--- src/rtl/button_event_generator_pkg.sv ---
// Shared constants for the button event generator: event codes and FSM state encodings.
// Latency: n/a (declarations only).
// Backpressure: n/a.
package button_event_generator_pkg;

  // FSM states. WAIT_LOW exists so that a button already held at reset never produces a PRESS.
  typedef enum logic [1:0] {
    ST_WAIT_LOW  = 2'd0,
    ST_IDLE      = 2'd1,
    ST_HELD      = 2'd2,
    ST_REPEATING = 2'd3
  } state_e;

  // Event codes carried on eventCode. 2'd3 is reserved and never produced.
  localparam logic [1:0] EVT_PRESS   = 2'd0;
  localparam logic [1:0] EVT_RELEASE = 2'd1;
  localparam logic [1:0] EVT_REPEAT  = 2'd2;

endpackage

--- src/rtl/button_event_generator_event_output_register.sv ---
// One-entry valid/ready holding register for button events, with a sticky overflow flag.
// Latency: an event offered at edge N is visible (vld_o=1) right after edge N.
// Backpressure: never stalls the producer; an event offered while the entry is full and not
//   being consumed is dropped and overflow_o is set.
// Ports: clock/reset (async, active-low); evt_vld_i/evt_code_i new event from the FSM;
//   rdy_i consumer ready; clear_ovf_i clears overflow; vld_o/code_o/overflow_o outputs.
module event_output_register (
  input  logic       clock,
  input  logic       reset,
  input  logic       evt_vld_i,
  input  logic [1:0] evt_code_i,
  input  logic       rdy_i,
  input  logic       clear_ovf_i,
  output logic       vld_o,
  output logic [1:0] code_o,
  output logic       overflow_o
);

  logic       vld_q, vld_d;
  logic [1:0] code_q, code_d;
  logic       ovf_q, ovf_d;
  logic       drop;

  // The entry is free for a new event if it is empty or is being consumed on this same edge.
  assign drop = evt_vld_i & vld_q & ~rdy_i;

  always_comb begin
    vld_d  = vld_q;
    code_d = code_q;
    ovf_d  = ovf_q;
    if (evt_vld_i && !drop) begin
      vld_d  = 1'b1;
      code_d = evt_code_i;
    end else if (vld_q && rdy_i) begin
      vld_d  = 1'b0;
    end
    // A drop on the same edge as a clear keeps the flag set.
    if (drop) begin
      ovf_d = 1'b1;
    end else if (clear_ovf_i) begin
      ovf_d = 1'b0;
    end
  end

  always_ff @(posedge clock or negedge reset) begin
    if (!reset) begin
      vld_q  <= 1'b0;
      code_q <= 2'd0;
      ovf_q  <= 1'b0;
    end else begin
      vld_q  <= vld_d;
      code_q <= code_d;
      ovf_q  <= ovf_d;
    end
  end

  assign vld_o      = vld_q;
  assign code_o     = code_q;
  assign overflow_o = ovf_q;

endmodule

--- src/rtl/button_event_generator.sv ---
// Turns a debounced button level into PRESS / RELEASE / auto-REPEAT events.
// Latency: a level change sampled at edge N produces eventValid=1 right after edge N.
// Backpressure: one-entry output register; events arriving while it is full and not being
//   consumed are dropped (overflow set), the FSM never stalls.
// Ports: clock, reset (async, active-low), levelIn (debounced level), eventValid/eventCode/
//   eventReady (event handshake), overflow (sticky drop flag), clearOverflow (sync clear).
module button_event_generator
  import button_event_generator_pkg::*;
#(
  parameter int counterWidth = 26,
  parameter int repeatDelay  = 25_000_000,
  parameter int repeatPeriod = 5_000_000
) (
  input  logic       clock,
  input  logic       reset,
  input  logic       levelIn,
  output logic       eventValid,
  output logic [1:0] eventCode,
  input  logic       eventReady,
  output logic       overflow,
  input  logic       clearOverflow
);

  localparam logic [counterWidth-1:0] DELAY_LAST  = counterWidth'(repeatDelay - 1);
  localparam logic [counterWidth-1:0] PERIOD_LAST = counterWidth'(repeatPeriod - 1);
  localparam logic [counterWidth-1:0] CNT_ONE     = counterWidth'(1);

  state_e                  state_q, state_d;
  logic [counterWidth-1:0] cnt_q, cnt_d;
  logic                    evt_vld;
  logic [1:0]              evt_code;

  // Counter defaults to 0 so it is held at 0 outside HELD/REPEATING and cleared on exit.
  always_comb begin
    state_d  = state_q;
    cnt_d    = '0;
    evt_vld  = 1'b0;
    evt_code = EVT_PRESS;
    unique case (state_q)
      ST_WAIT_LOW: begin
        if (!levelIn) state_d = ST_IDLE;
      end
      ST_IDLE: begin
        if (levelIn) begin
          evt_vld  = 1'b1;
          evt_code = EVT_PRESS;
          state_d  = ST_HELD;
        end
      end
      ST_HELD: begin
        // Release takes priority over a repeat expiring on the same edge.
        if (!levelIn) begin
          evt_vld  = 1'b1;
          evt_code = EVT_RELEASE;
          state_d  = ST_IDLE;
        end else if (cnt_q == DELAY_LAST) begin
          evt_vld  = 1'b1;
          evt_code = EVT_REPEAT;
          state_d  = ST_REPEATING;
        end else begin
          cnt_d = cnt_q + CNT_ONE;
        end
      end
      ST_REPEATING: begin
        if (!levelIn) begin
          evt_vld  = 1'b1;
          evt_code = EVT_RELEASE;
          state_d  = ST_IDLE;
        end else if (cnt_q == PERIOD_LAST) begin
          evt_vld  = 1'b1;
          evt_code = EVT_REPEAT;
        end else begin
          cnt_d = cnt_q + CNT_ONE;
        end
      end
      default: state_d = ST_WAIT_LOW;
    endcase
  end

  always_ff @(posedge clock or negedge reset) begin
    if (!reset) begin
      state_q <= ST_WAIT_LOW;
      cnt_q   <= '0;
    end else begin
      state_q <= state_d;
      cnt_q   <= cnt_d;
    end
  end

  event_output_register u_out (
    .clock       (clock),
    .reset       (reset),
    .evt_vld_i   (evt_vld),
    .evt_code_i  (evt_code),
    .rdy_i       (eventReady),
    .clear_ovf_i (clearOverflow),
    .vld_o       (eventValid),
    .code_o      (eventCode),
    .overflow_o  (overflow)
  );

endmodule
--- config.mk ---
export PLATFORM = sky130hd
export DESIGN_NAME = button_event_generator
export DESIGN_NICKNAME = d
export VERILOG_FILES = /design/src/rtl/button_event_generator_pkg.sv /design/src/rtl/button_event_generator_event_output_register.sv /design/src/rtl/button_event_generator.sv
export SDC_FILE = /design/constraint.sdc
export NUM_CORES = 1
export LEC_CHECK = 0
export ABC_AREA = 0
export CAP_MARGIN = 25
export CORE_MARGIN = 4
export CORE_UTILIZATION = 45
export CTS_CLUSTER_SIZE = 20
export DETAILED_ROUTE_END_ITERATION = 10
export PLACE_DENSITY = 0.76
export SYNTH_ARGS = -nofsm -noshare
export SYNTH_HDL_FRONTEND = slang
export SYNTH_SLANG_ARGS = --single-unit
--- constraint.sdc ---
create_clock -name clock -period 1.8 [get_ports clock]
set_input_delay 0.54 -clock clock [delete_from_list [all_inputs] [get_ports clock]]
set_output_delay 0.54 -clock clock [all_outputs]
set_load 0.05 [all_outputs]
Word level (Yosys, flattened, before mapping)
Index checks and enable logic that the tools add are counted.
{ "classes": {"add_sub_neg": 1, "eq_ne": 8, "muxes": 25, "n_bitwise": 3, "n_reduce_logical": 8} }
{ "op_table": {"columns": ["cell", "count"], "rows": [
  ["26-bit 2-to-1 mux", 4],
  ["26-bit one-hot mux with 2 select lines", 1],
  ["26-bit by 1-bit adder with 26-bit output (second input constant)", 1],
  ["26-bit by 23-bit == test with 1-bit output (second input constant)", 1],
  ["26-bit by 25-bit == test with 1-bit output (second input constant)", 1],
  ["2-bit 2-to-1 mux", 8],
  ["1-bit 2-to-1 mux", 9],
  ["2-bit one-hot mux with 3 select lines", 1],
  ["2-bit == test (second input constant)", 2],
  ["2-bit != test (second input constant)", 2],
  ["2-bit one-hot mux with 2 select lines", 1],
  ["2-bit nonzero test", 2],
  ["3-bit != test (second input constant)", 1],
  ["1-bit one-hot mux with 3 select lines", 1],
  ["3-bit AND reduction", 1],
  ["1-bit AND", 2],
  ["2-bit by 1-bit == test with 1-bit output (second input constant)", 1],
  ["1-bit logical AND", 2],
  ["2-bit logical NOT", 1],
  ["2-bit OR reduction", 1],
  ["1-bit logical NOT", 1],
  ["1-bit NOT", 1]
]} }
{ "word_totals": {"reg_bits": 32, "inputBits": 5, "elab_cells": 50} }

Logic depth before layout (Yosys ltp)
Gate-level depths: netlist of run 1.
{ "logic_depth": {"ltp_word": 9, "mapped_depth": 7, "depth_no_buf": 6} }

Modules after synthesis
A second synthesis of run 1 with hierarchy kept.
{ "unflattened": {"hier_cells": 173, "hier_area_um2": 1689.1} }
{ "modules_own_cells": {"columns": ["module", "instances", "cells_each", "area_per_inst_um2", "seq_area_each_um2"], "rows": [
  ["button_event_generator", 1, 161, 1521.5, 700.7],
  ["event_output_register", 1, 12, 167.7, 100.1]
]} }

Least setup slack after synthesis of run 1
OpenSTA, ideal clock, no wires.
{ "synth_path": {"kind": "reg2reg", "start": "register cnt_q[7]", "end": "register cnt_q[10]", "setup_time_ps": 122, "t_arrival_ps": 1753, "path_slack_ps": -75, "stages_incl_launch_ff": 7, "path_buffers": 1, "period_less_slack_ps": 1875, "path_cell_list": "dfrtp_1 > nor4b_1 > nand3_1 > o31a_1 > o21ai_2 > buf_2 > nor2_1"} }
{ "synth_via": {"elab_chain_len": 4, "word_cells_on_any_way": 8, "classes_between": "add/sub: 1; eq/ne: 2; mux: 5"} }
{ "synth_lines": {"columns": ["element", "line_no", "text"], "rows": [
  ["start, declared", "button_event_generator.sv:29", "logic [counterWidth-1:0] cnt_q, cnt_d;"],
  ["start signal, assigned", "button_event_generator.sv:86", "cnt_q <= cnt_d;"],
  ["26-bit by 1-bit adder with 26-bit output (tied with other cells)", "button_event_generator.sv:61, button_event_generator.sv:73", null],
  ["26-bit 2-to-1 mux (on tied branches)", "button_event_generator.sv:69, button_event_generator.sv:56", null],
  ["26-bit 2-to-1 mux (on tied branches)", "button_event_generator.sv:65, button_event_generator.sv:52", null],
  ["26-bit one-hot mux with 2 select lines (*)", "button_event_generator.sv:39", "unique case (state_q)"],
  ["net cnt_d[10]", "button_event_generator.sv:29", null]
]} }
Mark *: on every way through the listed nets, which the timed path passes. The rest lies on a longest branch.
A chain may end at the register's enable or synchronous reset.

Final worst setup path of run 1
{ "layout_path": {"start": "register cnt_q[6]", "end": "register cnt_q[4]"} }
{ "layout_via": {"elab_chain_len": 4, "word_cells_on_any_way": 7, "classes_between": "eq/ne: 2; mux: 5"} }
{ "layout_lines": {"columns": ["element", "line_no"], "rows": [
  ["26-bit by 23-bit == test with 1-bit output or 26-bit by 25-bit == test with 1-bit output (tied branches)", "button_event_generator.sv:69, button_event_generator.sv:56"],
  ["26-bit 2-to-1 mux (on tied branches)", "button_event_generator.sv:69, button_event_generator.sv:56"],
  ["26-bit 2-to-1 mux (on tied branches)", "button_event_generator.sv:65, button_event_generator.sv:52"],
  ["26-bit one-hot mux with 2 select lines (*)", "button_event_generator.sv:39"],
  ["net cnt_d[4]", "button_event_generator.sv:29"]
]} }
Marked as above.

==> reports/metrics.yaml, run 1 <==
status:
  status: "finished, violations left"
  violations: "setup timing"
routing:
  wl_per_cell_um: 14.9
  top_layer_used: "met4"
  viasPerCell: 5.24
  met2_length_mm: 2.08
  route.vias.total: 1499
  firstDrtPassIters: 4
  drtAntennaViolNets: 0
  met3_length_um: 200
  m1WireLength_mm: 1.87
  wirelength_mm: 4.25
  drt_iter0_drc: 74
  drc: 0
cts:
  cts_tree: "yes"
  cts_buffer_depth: 2
  clkSlewWorstSetupHoldPaths_ns: 0.06
  clk_latency_ns: 0.29
  numCtsBuffers: 5
  clockRootBuffer: "clkbuf_8"
  htree_levels: 2
  cts_hold_buffers: 0
  clock_sinks: 32
cells_and_area:
  diodes: 0
  syn_to_final_growth_pct: 40.1
  nets: 248
  final_common_cell: "buf_4"
  drive_gt1_frac: 0.315
  most-common-layout-cells: "43 x buf_4, 34 x nor2_1, 31 x dfrtp_1, 15 x xnor2_1, 11 x nand3_1"
  fin_cells: 286
global_route:
  grt_first_pass_wirelength_mm: 7.45
  antenna_found_initial: 0
  grt_pass1_vias: 1620
  grt_max_degree: 33
  overflow: 0
  grt_usage: 0.191
run:
  cap_violations: 0
critical_path:
  end_kind: "flip-flop"
  reg2regPathDepth: 8
  cp-start-kind: "flip-flop"
  r2r_end: "cnt_q[4]"
  cp.required_ns: 1.98
  crit-reg2reg-launch: "cnt_q[6]"
  path_class: "reg2reg"
  arrival_ns: 2.10
  r2r_setup_slack_ns: -0.12
  worstPathMaxFanout: 7
logic_synthesis:
  synth-seq-cells: 32
  synth_cell_types: 36
  syn_inst: 184
  syn_nets: 194
  synth.area.top_cells: "dfrtp_1 46%, nor2_1 7.8%, xnor2_1 7.6%, xor2_1 4.6%, ha_1 3.6%"
  yosysTopAreaCellShare: 0.464
  yosysTopAreaCell: "dfrtp_1"
  postSynthAreaPerCell_sq_um: 9.37
  ys_seq_area_frac: 0.464
  yosys_warnings: 0
  synthesis.area_sq_mm: 0.00172
pwr:
  p_leak_nw: 1.03
  p_clk_frac: 0.236
  combPwrFrac: 0.384
  switchingPower_uw: 797
  powerDensity_mw_per_mm2: 920
  internal-power_mw: 1.43
  peakVddDrop_mv: 0.718
  p_sw_frac: 0.358
  power_frac_seq: 0.380
die:
  start_util: 0.467
  core_sq_mm: 0.00369
  fp.dieArea_sq_mm: 0.00489
  die_x_um: 69.9
  dieHeight_um: 69.9
  row_count: 22
  io_pins: 9
sta:
  skew_ns: 0.00572
  rsz0062_at_grt: "true"
  worst_slack_ns: -0.119
  whs_ns: 0.488
  timing.final.crit_share: 1.07
  fmax_mhz: 521
  slew_viol_final: 0
  finalSetupViolations: 29
  relSlewSlack: 0.733
  fin_crit_ns: 1.92
  hold_violations: 0
  worst_pin_slew_ns: 0.400
placed_design:
  dpl.cell_count: 272
  port_buffers: 8
  place_hpwl_mm: 2.79
  gp_congestion: 0.809
worst_hold_path:
  hold_class: "reg2reg"
  min_path_cells: 1
  min_to: "cnt_q[0]"
  min-delay-start: "cnt_q[0]"
-- cells in the mapped netlist, drive strengths merged --
cell and instances:
ha 5, o31ai 1, a211oi 1, nor4bb 2, o21ai 6, and3 1, nor4b 2, a21oi 2
nand4 9, xnor2 15, and2 1, or4 1, nand2 11, dfrtp 32, nor2 38, and4 2
o31a 2, o32ai 1, nor2b 1, nor4 4, a32o 1, nor3 5, and4b 2, a32oi 1
nand2b 1, nand3 12, buf 3, inv 8, clkbuf 3, a22o 1, or3 1, xor2 9
-- logic make-up after synthesis --
group,share of synthesized area
buffers and inverters,0.0327
adders and majority gates,0.0363
DFF,0.464
xor gates and xnor gates,0.122
AOI/OAI and AO/OA,0.0653
and+or+nand+nor,0.279
-- power by group through the flow --
stage / Combinational [mW] / Sequential (mW) / Clock, mW
after floorplan: 0.368 / 0.963 / 0
after global placement: 0.723 / 0.855 / 0
after detailed placement: 0.738 / 0.858 / 0
after CTS: 0.862 / 0.844 / 0.543
after global routing: 0.939 / 0.858 / 0.579
final: 0.854 / 0.844 / 0.524
-- worst max path at each step --
| stage | from | to | slack [ns] | depth (start not counted) |
|---|---|---|---|---|
| after detailed placement | cnt_q[6] | cnt_q[23] | -0.11 | 7 |
| after global placement | cnt_q[10] | cnt_q[23] | -0.1 | 6 |
| after CTS | cnt_q[6] | cnt_q[14] | -0.03 | 8 |
| final | cnt_q[6] | cnt_q[4] | -0.12 | 8 |
| after floorplan | cnt_q[7] | cnt_q[19] | -0.001 | 6 |
| after global routing | cnt_q[0] | cnt_q[22] | -0.26 | 8 |
-- registers in the layout, indices dropped and copies added (netlist names) --
signal / count
cnt_q: 26
state_q: 2
u_out.code_o: 2
u_out.overflow_o: 1
u_out.vld_o: 1
-- timing repair --
action                                  CTS  global route
gates resized for setup                  12            11
setup buffers                             4             3
pin swaps                                 5             6
endpoints found under the setup margin   29            30
cloned                                    1             0
-- metrics by stage --
stage / TNS [ns] / total power [mW] / instance area, sq um / worst slack, ns / utilization
after floorplan: -0.00766 / 1.33 / 1750 / -0.00123 / -
after global placement: -1.48 / 1.58 / 2160 / -0.0993 / 0.585
after detailed placement: -2.47 / 1.60 / 2160 / -0.110 / 0.585
after CTS: -0.430 / 2.25 / 2360 / -0.0273 / 0.641
after global routing: -5.43 / 2.38 / 2410 / -0.264 / 0.655
final: -2.51 / 2.22 / 2410 / -0.119 / 0.655
-- layer usage --
| layer | GRT usage | up-vias |
|---|---|---|
| li1 | - | 745 |
| met1 | 0.239 | 714 |
| met2 | 0.302 | 32 |
| met3 | 0.0561 | 8 |
| met4 | 0.0894 | 0 |
| met5 | 0 | - |
-- critical path, cell delays in order, from the launching register on --
cell	delay [ns]
dfrtp_1	0.40
nor4bb_1	0.27
buf_4	0.16
nand3_4	0.08
o31a_1	0.37
o21ai_4	0.22
buf_12	0.14
buf_12	0.11
nor2_1	0.05
-- final cells by class --
cell class / count / area, sq um
clock inverters: 1 / 5.00
flip-flops and latches: 32 / 802
fillers: 305 / 1270
clock buffers: 6 / 72.6
repair buffers: 53 / 464
inverters: 8 / 30.0
multi-input cells: 138 / 981
well taps: 48 / 60.1
(Power assumes the default switching activity.)
==> run 2, diff against run 1 <==
CAP_MARGIN = 20   (was 25)
==> results of run 2 <==
Final layout, timing and power as in run 1 (identical DEF).
==> run 3, diff against run 2 <==
ABC_AREA = not set   (was 0)
CTS_BUF_LIST = sky130_fd_sc_hd__clkbuf_8   (was not set)
PLACE_DENSITY = 0.65   (was 0.76)
==> reports/metrics.yaml, run 3 (synthesized netlist as in run 1, its figures left out) <==
pwr:
  powerDensity_mw_per_mm2: 925  # +0.50%
  peakVddDrop_mv: 0.434  # -40%
  p_total_mw: 2.12  # -4.8%
  p_clk_frac: 0.260  # +0.024
  switchingPower_uw: 745  # -6.5%
  internal-power_mw: 1.37  # -3.9%
  p_leak_nw: 0.975  # -5.4%
  p_sw_frac: 0.352  # -0.00623
  power_frac_seq: 0.398  # +0.018
  combPwrFrac: 0.342  # -0.042
placed_design:
  port_buffers: 8  # unchanged
  place_hpwl_mm: 2.93  # +5.4%
  dpl_cell_area_sq_mm: 0.00215  # -0.58%
  gp_congestion: 0.799  # -1.2%
cts:
  cts_tree: "yes"
  cts_hold_buffers: 0  # unchanged
  htree_levels: 2  # unchanged
  clk_latency_ns: 0.28  # about the same
  clockRootBuffer: "clkbuf_8"
  cts_buffer_depth: 2  # unchanged
  cts_setup_buffers: 0  # -4
  numCtsBuffers: 5  # unchanged
  clock_sinks: 32  # unchanged
  clkSlewWorstSetupHoldPaths_ns: 0.07  # about the same
routing:
  drc: 0  # unchanged
  drt_iter0_drc: 78  # +5.4%
  wirelength_mm: 3.99  # -6.2%
  wl_per_cell_um: 14.2  # -4.2%
  route.vias.total: 1510  # +0.73%
  drtAntennaViolNets: 0  # unchanged
  viasPerCell: 5.39  # +2.9%
  firstDrtPassIters: 4  # unchanged
sta:
  worst_pin_slew_ns: 0.413  # +0.0128 ns
  relSlewSlack: 0.725  # -0.00856
  whs_ns: 0.508  # +0.0194 ns
  skew_ns: 0.00671  # +0.000982 ns
  worst_slack_ns: -0.0335  # +0.0859 ns
  slew_viol_final: 0  # unchanged
  timing.final.crit_share: 1.02  # -0.0477
  finalSetupViolations: 26  # -10%
  hold_violations: 0  # unchanged
  fmax_mhz: 545  # +4.7%
  rsz0062_at_grt: "true"
  fin_crit_ns: 1.83  # -0.0859 ns
cells_and_area:
  final_common_cell: "buf_4"
  largest_reg_flops: 26  # unchanged
  design_area_sq_mm: 0.00229  # -5.3%
  top_register: "cnt_q"
  final_core_util: 0.620  # -0.0346
  most-common-layout-cells: "40 x buf_4, 36 x nor2_1, 32 x dfrtp_1, 15 x xnor2_1, 11 x nand3_1"
  drive_gt1_frac: 0.284  # -0.0306
  nets: 241  # -2.8%
  diodes: 0  # unchanged
  syn_to_final_growth_pct: 32.7
die:
  start_util: 0.467  # unchanged
  core_sq_mm: 0.00369  # unchanged
  dieHeight_um: 69.9  # unchanged
  io_pins: 9  # unchanged
  die_x_um: 69.9  # unchanged
  row_count: 22  # unchanged
  fp.dieArea_sq_mm: 0.00489  # unchanged
critical_path:
  cp.required_ns: 1.97  # about the same
  arrival_ns: 2.00  # -0.10 ns
  worstPathMaxFanout: 26  # +19
  cp-start-kind: "flip-flop"
  end_kind: "flip-flop"
  path_class: "reg2reg"
global_route:
  overflow: 0  # unchanged
  antenna_found_initial: 0  # unchanged
  grt_pass1_vias: 1532  # -5.4%
  grt_max_degree: 33  # unchanged
  grt_usage: 0.173  # -0.0183
  grt_first_pass_wirelength_mm: 6.82  # -8.4%
status:
  violations: "setup timing"
  status: "finished, violations left"
run:
  cap_violations: 0  # unchanged
worst_hold_path:
  hold_class: "reg2reg"
## run 3: changes by cell type in the layout (fill, tap and decap cells not counted), sizes merged
cell	change
buf	-7
clkinv	-1
inv	+2
## run 3: path summary, 6_finish.rpt
path	from	endpoint	slack, ns	cells past startpoint
setup reg to reg	cnt_q[7]	cnt_q[8]	-0.03	6
hold / removal	u_out.code_o[0]	u_out.code_o[0]	0.51	1
min in group asynchronous	reset	cnt_q[10]	0.66	2
max in group asynchronous	reset	cnt_q[23]	0.84	2
setup / recovery	cnt_q[7]	cnt_q[8]	-0.03	6
hold reg to reg	u_out.code_o[0]	u_out.code_o[0]	0.51	1
## run 3: critical path: stages (launching register included)
cell,delay (ns)
dfrtp_1,0.41
nor4b_2,0.35
nand3_2,0.18
o31a_1,0.36
o21ai_4,0.15
buf_12,0.18
nor2_1,0.06
## run 3: per-stage QoR
step	instances	worst slack [ns]	TNS, ns
after floorplan	184	-0.00123	-0.00766
after global placement	272	-0.0712	-1.73
after detailed placement	272	-0.106	-2.70
after CTS	280	-0.0501	-0.419
after global routing	280	-0.130	-2.67
final	280	-0.0335	-0.545
## run 3: what timing repair did
action / CTS / global route
gates resized for setup: 3 / 10
endpoints found under the hold margin: 0 / 0
pin swaps: 4 / 1
setup endpoints to repair: 31 / 32
## run 3: cell type report
cell class / instances / area [sq um]
inverters: 8 / 30.0
well taps: 48 / 60.1
clock buffers: 6 / 82.6
repair buffers: 46 / 372
fillers: 327 / 1400
multi-input cells: 138 / 935
flip-flops and latches: 32 / 801
clock inverters: 2 / 7.51
## run 3: metal layers
metal  vias to the layer above  part of all wire  GRT usage
li1                        729                 -          -
met1                       733              0.41      0.201
met2                        37              0.51      0.300
met3                        11             0.049     0.0504
met4                         0             0.027     0.0638
met5                         -                 0          0
## run 3: power by group through the flow
stage               registers, mW  clock network [mW]  logic (mW)
global route                0.854               0.604       0.794
detailed placement          0.856                   0       0.722
CTS                         0.841               0.572       0.725
global placement            0.851                   0       0.697
finish                      0.841               0.550       0.724
floorplan                   0.963                   0       0.368
